## src/rtl/duty_ramp_sequencer.sv

```systemverilog
// Slew-limited duty sequencer for the three-phase PWM. It updates the duty only on period
// boundaries, runs the soft-start and soft-stop sequences, and owns the PWM enable.
module duty_ramp_sequencer #(
  parameter int unsigned STEP           = 4,
  parameter int unsigned TICKS_PER_STEP = 1,
  parameter int unsigned DUTY_MIN       = 0,
  parameter int unsigned DUTY_MAX       = 255
) (
  input  logic       clk,
  input  logic       rst_n,
  input  logic       period_tick,
  input  logic       en_req,
  input  logic       cmd_valid,
  output logic       cmd_ready,
  input  logic [7:0] cmd_duty,
  output logic [7:0] duty_cycle,
  output logic       pwm_en,
  output logic       at_target,
  output logic       ramp_busy
);

  localparam logic [8:0] LP_STEP      = 9'(STEP);
  localparam logic [7:0] LP_TICK_LAST = 8'(TICKS_PER_STEP - 1);
  localparam logic [7:0] LP_MIN       = 8'(DUTY_MIN);
  localparam logic [7:0] LP_MAX       = 8'(DUTY_MAX);

  typedef enum logic [1:0] {StIdle, StRun, StStop} state_e;

  state_e     r_state, w_state_next;
  logic [7:0] r_duty, w_duty_next;
  logic [7:0] r_target, w_target_next;
  logic [7:0] r_tick_cnt, w_tick_cnt_next;
  logic       r_pwm_en;
  logic [7:0] w_eff_target;
  logic [7:0] w_cmd_clamped;
  logic [8:0] w_diff;
  logic       w_active;
  logic       w_accept;
  logic       w_step;

  always_comb begin
    w_active     = (r_state != StIdle);
    w_eff_target = (r_state == StRun) ? r_target : 8'd0;
    w_accept     = cmd_valid && (r_state != StStop);
    w_step       = w_active && period_tick && (r_tick_cnt == LP_TICK_LAST);
  end

  always_comb begin
    w_cmd_clamped = cmd_duty;
    if (cmd_duty >= LP_MAX) w_cmd_clamped = LP_MAX;
    if (cmd_duty <= LP_MIN) w_cmd_clamped = LP_MIN;
  end

  always_comb begin
    w_state_next = r_state;
    unique case (r_state)
      StIdle: if (en_req) w_state_next = StRun;
      StRun:  if (!en_req) w_state_next = StStop;
      StStop: begin
        if (en_req) w_state_next = StRun;
        else if (r_duty == 8'd0) w_state_next = StIdle;
      end
      default: w_state_next = StIdle;
    endcase
  end

  always_comb begin
    w_target_next = r_target;
    if (w_accept) w_target_next = w_cmd_clamped;
  end

  always_comb begin
    w_tick_cnt_next = r_tick_cnt;
    if ((r_state == StIdle) && en_req) begin
      w_tick_cnt_next = 8'd0;
    end else if (w_active && period_tick) begin
      w_tick_cnt_next = w_step ? 8'd0 : r_tick_cnt + 8'd1;
    end
  end

  // 9-bit difference so a full step never wraps past 0 or 255; the target bounds the result.
  always_comb begin
    w_duty_next = r_duty;
    w_diff      = 9'd0;
    if (w_step) begin
      if (r_duty < w_eff_target) begin
        w_diff      = {1'b0, w_eff_target} - {1'b0, r_duty};
        w_duty_next = (w_diff <= LP_STEP) ? w_eff_target : 8'({1'b0, r_duty} + LP_STEP);
      end else begin
        w_diff      = {1'b0, r_duty} - {1'b0, w_eff_target};
        w_duty_next = (w_diff <= LP_STEP) ? w_eff_target : 8'({1'b0, r_duty} - LP_STEP);
      end
    end
  end

  always_ff @(posedge clk or negedge rst_n) begin
    if (!rst_n) begin
      r_state    <= StIdle;
      r_duty     <= 8'd0;
      r_target   <= 8'd0;
      r_tick_cnt <= 8'd0;
      r_pwm_en   <= 1'b0;
    end else begin
      r_state    <= w_state_next;
      r_duty     <= w_duty_next;
      r_target   <= w_target_next;
      r_tick_cnt <= w_tick_cnt_next;
      r_pwm_en   <= (w_state_next != StIdle);
    end
  end

  assign cmd_ready  = (r_state != StStop);
  assign duty_cycle = r_duty;
  assign pwm_en     = r_pwm_en;
  assign at_target  = (r_duty == w_eff_target);
  assign ramp_busy  = w_active && !at_target;

endmodule

```

## config.mk

```make
export PLATFORM = sky130hd
export DESIGN_NAME = duty_ramp_sequencer
export DESIGN_NICKNAME = d
export VERILOG_FILES = /design/src/rtl/duty_ramp_sequencer.sv
export SDC_FILE = /design/constraint.sdc
export NUM_CORES = 1
export LEC_CHECK = 0
export ABC_AREA = 1
export BUFFER_PORTS_ARGS = -buffer_cell sky130_fd_sc_hd__buf_2
export CAP_MARGIN = 20
export CELL_PAD_IN_SITES_DETAIL_PLACEMENT = 0
export CELL_PAD_IN_SITES_GLOBAL_PLACEMENT = 1
export CORE_MARGIN = 1.5
export CORE_UTILIZATION = 41
export DETAILED_ROUTE_END_ITERATION = 8
export PLACE_DENSITY = 0.87
export SLEW_MARGIN = 10
export SYNTH_ARGS = -nofsm -noshare
export SYNTH_HDL_FRONTEND = slang
export SYNTH_SLANG_ARGS = --single-unit
```

## constraint.sdc

```tcl
create_clock -name clk -period 3.2 [get_ports clk]
set_input_delay 0.64 -clock clk [delete_from_list [all_inputs] [get_ports clk]]
set_output_delay 0.64 -clock clk [all_outputs]
set_load 0.02 [all_outputs]
```

==> impl_metrics.ini <==
[sta]
slew_headroom = 0.610
min_period_ns = 2.93
finalClockSkew_ns = 0.0179
hold_viol_final = 0
setup_viol = 0
maxSlewViolCount = 0
max_freq_mhz = 342
min_period_over_period = 0.915
max_slew.worst_pin.slew_ns = 0.584
setup-tns-final_ns = 0
rsz0062_at_grt = no

[global_routing]
grt_max_degree = 28
antenna_found_initial = 0
grt_pass1_vias = 2295
grt_pass1_wl_mm = 10.3
track_usage = 0.199
gr-total-overflow = 0

[yosys]
syn_avg_cell_area_um2 = 6.73
synth_cells = 379
synth_common_cells = nand2_1 (131), inv_1 (61), nand3_1 (46), dfrtp_1 (27), ha_1 (24)
yosysWarnings = 0
synthMostInstantiatedCell = nand2_1
synthAdderAreaFrac = 0.118
synth_fp_nets = 416
yosysUniqueCellTypes = 30
async_flop_share = 1.00
yosys.area_share.simple = 0.396
yosysSeqAreaShare = 0.265
muxShareOfSynthArea = 0.0353
synth-xor-area-share = 0.0378
ys_ff_latch = 27
ys.flop_type = dfrtp_1
synth_edf_count = 0
synth_area_mm2 = 0.00255
yosys-top-cells-area = dfrtp_1 (26%), nand2_1 (19%), ha_1 (12%)
synth-compound-area-share = 0.0505
synth_top_family_by_area = simple AND/OR/NAND/NOR gates
netlist.area_leader.share = 0.265
synth_top_cell_by_area = dfrtp_1

[placement]
dp_hpwl_mm = 5.02
portBuffers = 24
place_inst = 477
place_congestion = 0.855

[power_and_ir_drop]
ir_drop_mv = 0.420
p_per_area_mw_per_mm2 = 962
total_leakage_power_nw = 1.61

[setup_path]
crit_chain = inv_1 > nor2_4 > nand2_1 > inv_1 > ha_1 > nand2_2 > nor4_2 > nor2_1 > buf_2
r2r-start = r_state[0]$_DFF_PN0_
cp.buffers_inverters = 3
critPathCaptureType = primary output
timing.reg2reg.worst_path_depth = 18
startpoint = r_state[0]$_DFF_PN0_
cpMostUsedCell = inv_1
required_ns = 2.56
rrSetupSlack_ns = 0.54
reg2reg_to = duty_cycle[1]$_DFFE_PN0P_
critPathTopFamily = simple AND/OR/NAND/NOR gates
worst_path_largest_cell_delay_ns = 0.43
start_kind = flip-flop
critPathSlowestCell = dfrtp_1
arrival_ns = 2.29
critPathKind = reg2out
crit_fanout = 9

[clocking]
clk_latency_ns = 0.29
clockBufferDepth = 2
cts_made_buffers = 3
post_cts_buffers = 0
cts.clk_slew.worst_paths_ns = 0.11
cts_tree = done
cts_sinks = 27
cts_max_level = 1
clockRootBuffer = clkbuf_8

[cells_and_area]
layout-drive-gt1-share = 0.138
fin_util = 0.475
finalNetCount = 444
area_delta_synth_final_pct = 10.8
instances_no_fill = 481
antenna_cells = 0

[hold_path]
hold_class = in2async

[drt]
vias = 2411
via_per_inst = 5.01
drc = 0
routed_wl_mm = 6.11
first_iter_violations = 149
avgRoutedWirePerCell_um = 12.7
drtPass1Iterations = 4
ant_nets = 0

[die]
fp.dieH_um = 81.9
rows = 28
ioPinCount = 25
die_w_um = 81.9
start_util = 0.428
coreArea_mm2 = 0.00596
die_area_mm2 = 0.00670

[run]
drv_cap = 0

[status]
status = completed
-- cell type report --
type	count	area, µm²
Sequential cell	27	676
Timing Repair Buffer	25	128
Inverter	64	240
Fill cell	639	3130
Clock inverter	1	7.51
Tap cell	75	93.8
Multi-Input combinational cell	286	1640
Clock buffer	3	41.3
-- where the power goes --
part	total [W]	leakage, nW	internal (W)	switching [W]
sequential	0.000509	0.343	0.000418	0.0000911
clock	0.000202	0.0217	0.0000886	0.000113
combinational	0.00201	1.25	0.000670	0.00134
-- routing by layer --
layer,GRT usage,wire (µm)
met5,0,0
met4,0.0508,61
met3,0.0300,289
met2,0.333,2880
met1,0.268,2880
-- per-stage QoR --
stage / setup WS [ns] / hold WS (ns) / instance area [µm²] / total power, W
6_report: 0.272 / 0.339 / 2830 / 0.00272
5_1_grt: 0.0968 / 0.388 / 2830 / 0.00303
4_1_cts: 0.0201 / 0.360 / 2820 / 0.00272
3_5_place_dp: 0.177 / 0.497 / 2760 / 0.00250
3_3_place_gp: 0.228 / 0.489 / 2760 / 0.00249
2_1_floorplan: 0.208 / 0.344 / 2550 / 0.00207
-- cell families after synthesis --
kind of cell,Yosys count
and+or+nand+nor,219
buffers and inverters,66
AOI/OAI and AO/OA,24
DFF,27
adders and majority gates,24
muxes,8
xor gates and xnor gates,11
-- timing repair --
item,in CTS,in global routing
pin swaps,0,0
resized for setup,1,2
endpoints found under the setup margin,2,2
hold buffers,0,0
-- registers in the layout, indices dropped and copies added (netlist names) --
name	cells
r_state	2
r_tick_cnt	8
duty_cycle	8
pwm_en	1
r_target	8
-- cell usage in the layout (no fill, tap or decap), types with 5 or more instances in the layout --
cell type  synthesis  routed
xor2_1             8       8
nor2_1            15      14
nand4_1            5       5
buf_2              0      24
o21ai_0            9       9
ha_1              24      24
inv_1             61      61
nand2_1          131     131
a21oi_1            7       7
dfrtp_1           27      27
nand3_1           46      46
mux2_2             8       8
-- worst reg2reg max path, stage by stage, from the launching register on --
cell and delay [ns]:
dfrtp_1 0.42, inv_1 0.09, nor2_4 0.20, nand2_1 0.15, ha_1 0.33, nand2_1 0.08, nand2_1 0.10, inv_1 0.08
nand2_1 0.09, nand2_1 0.07, nand2_1 0.04, nor2_1 0.18, nand2_4 0.09, nor2_8 0.17, nand2_4 0.11, nand2_2 0.10
nand3_4 0.10, nand2_1 0.08, o21ai_1 0.06
-- worst max path at each step --
stage	endpoint	slack (ns)	cells past startpoint
2_1_floorplan	ramp_busy	0.21	7
3_3_place_gp	ramp_busy	0.23	9
3_5_place_dp	at_target	0.18	8
4_1_cts	at_target	0.02	8
5_1_grt	ramp_busy	0.1	9
6_report	ramp_busy	0.27	9
No activity file was read; power rests on OpenSTA's default activity.
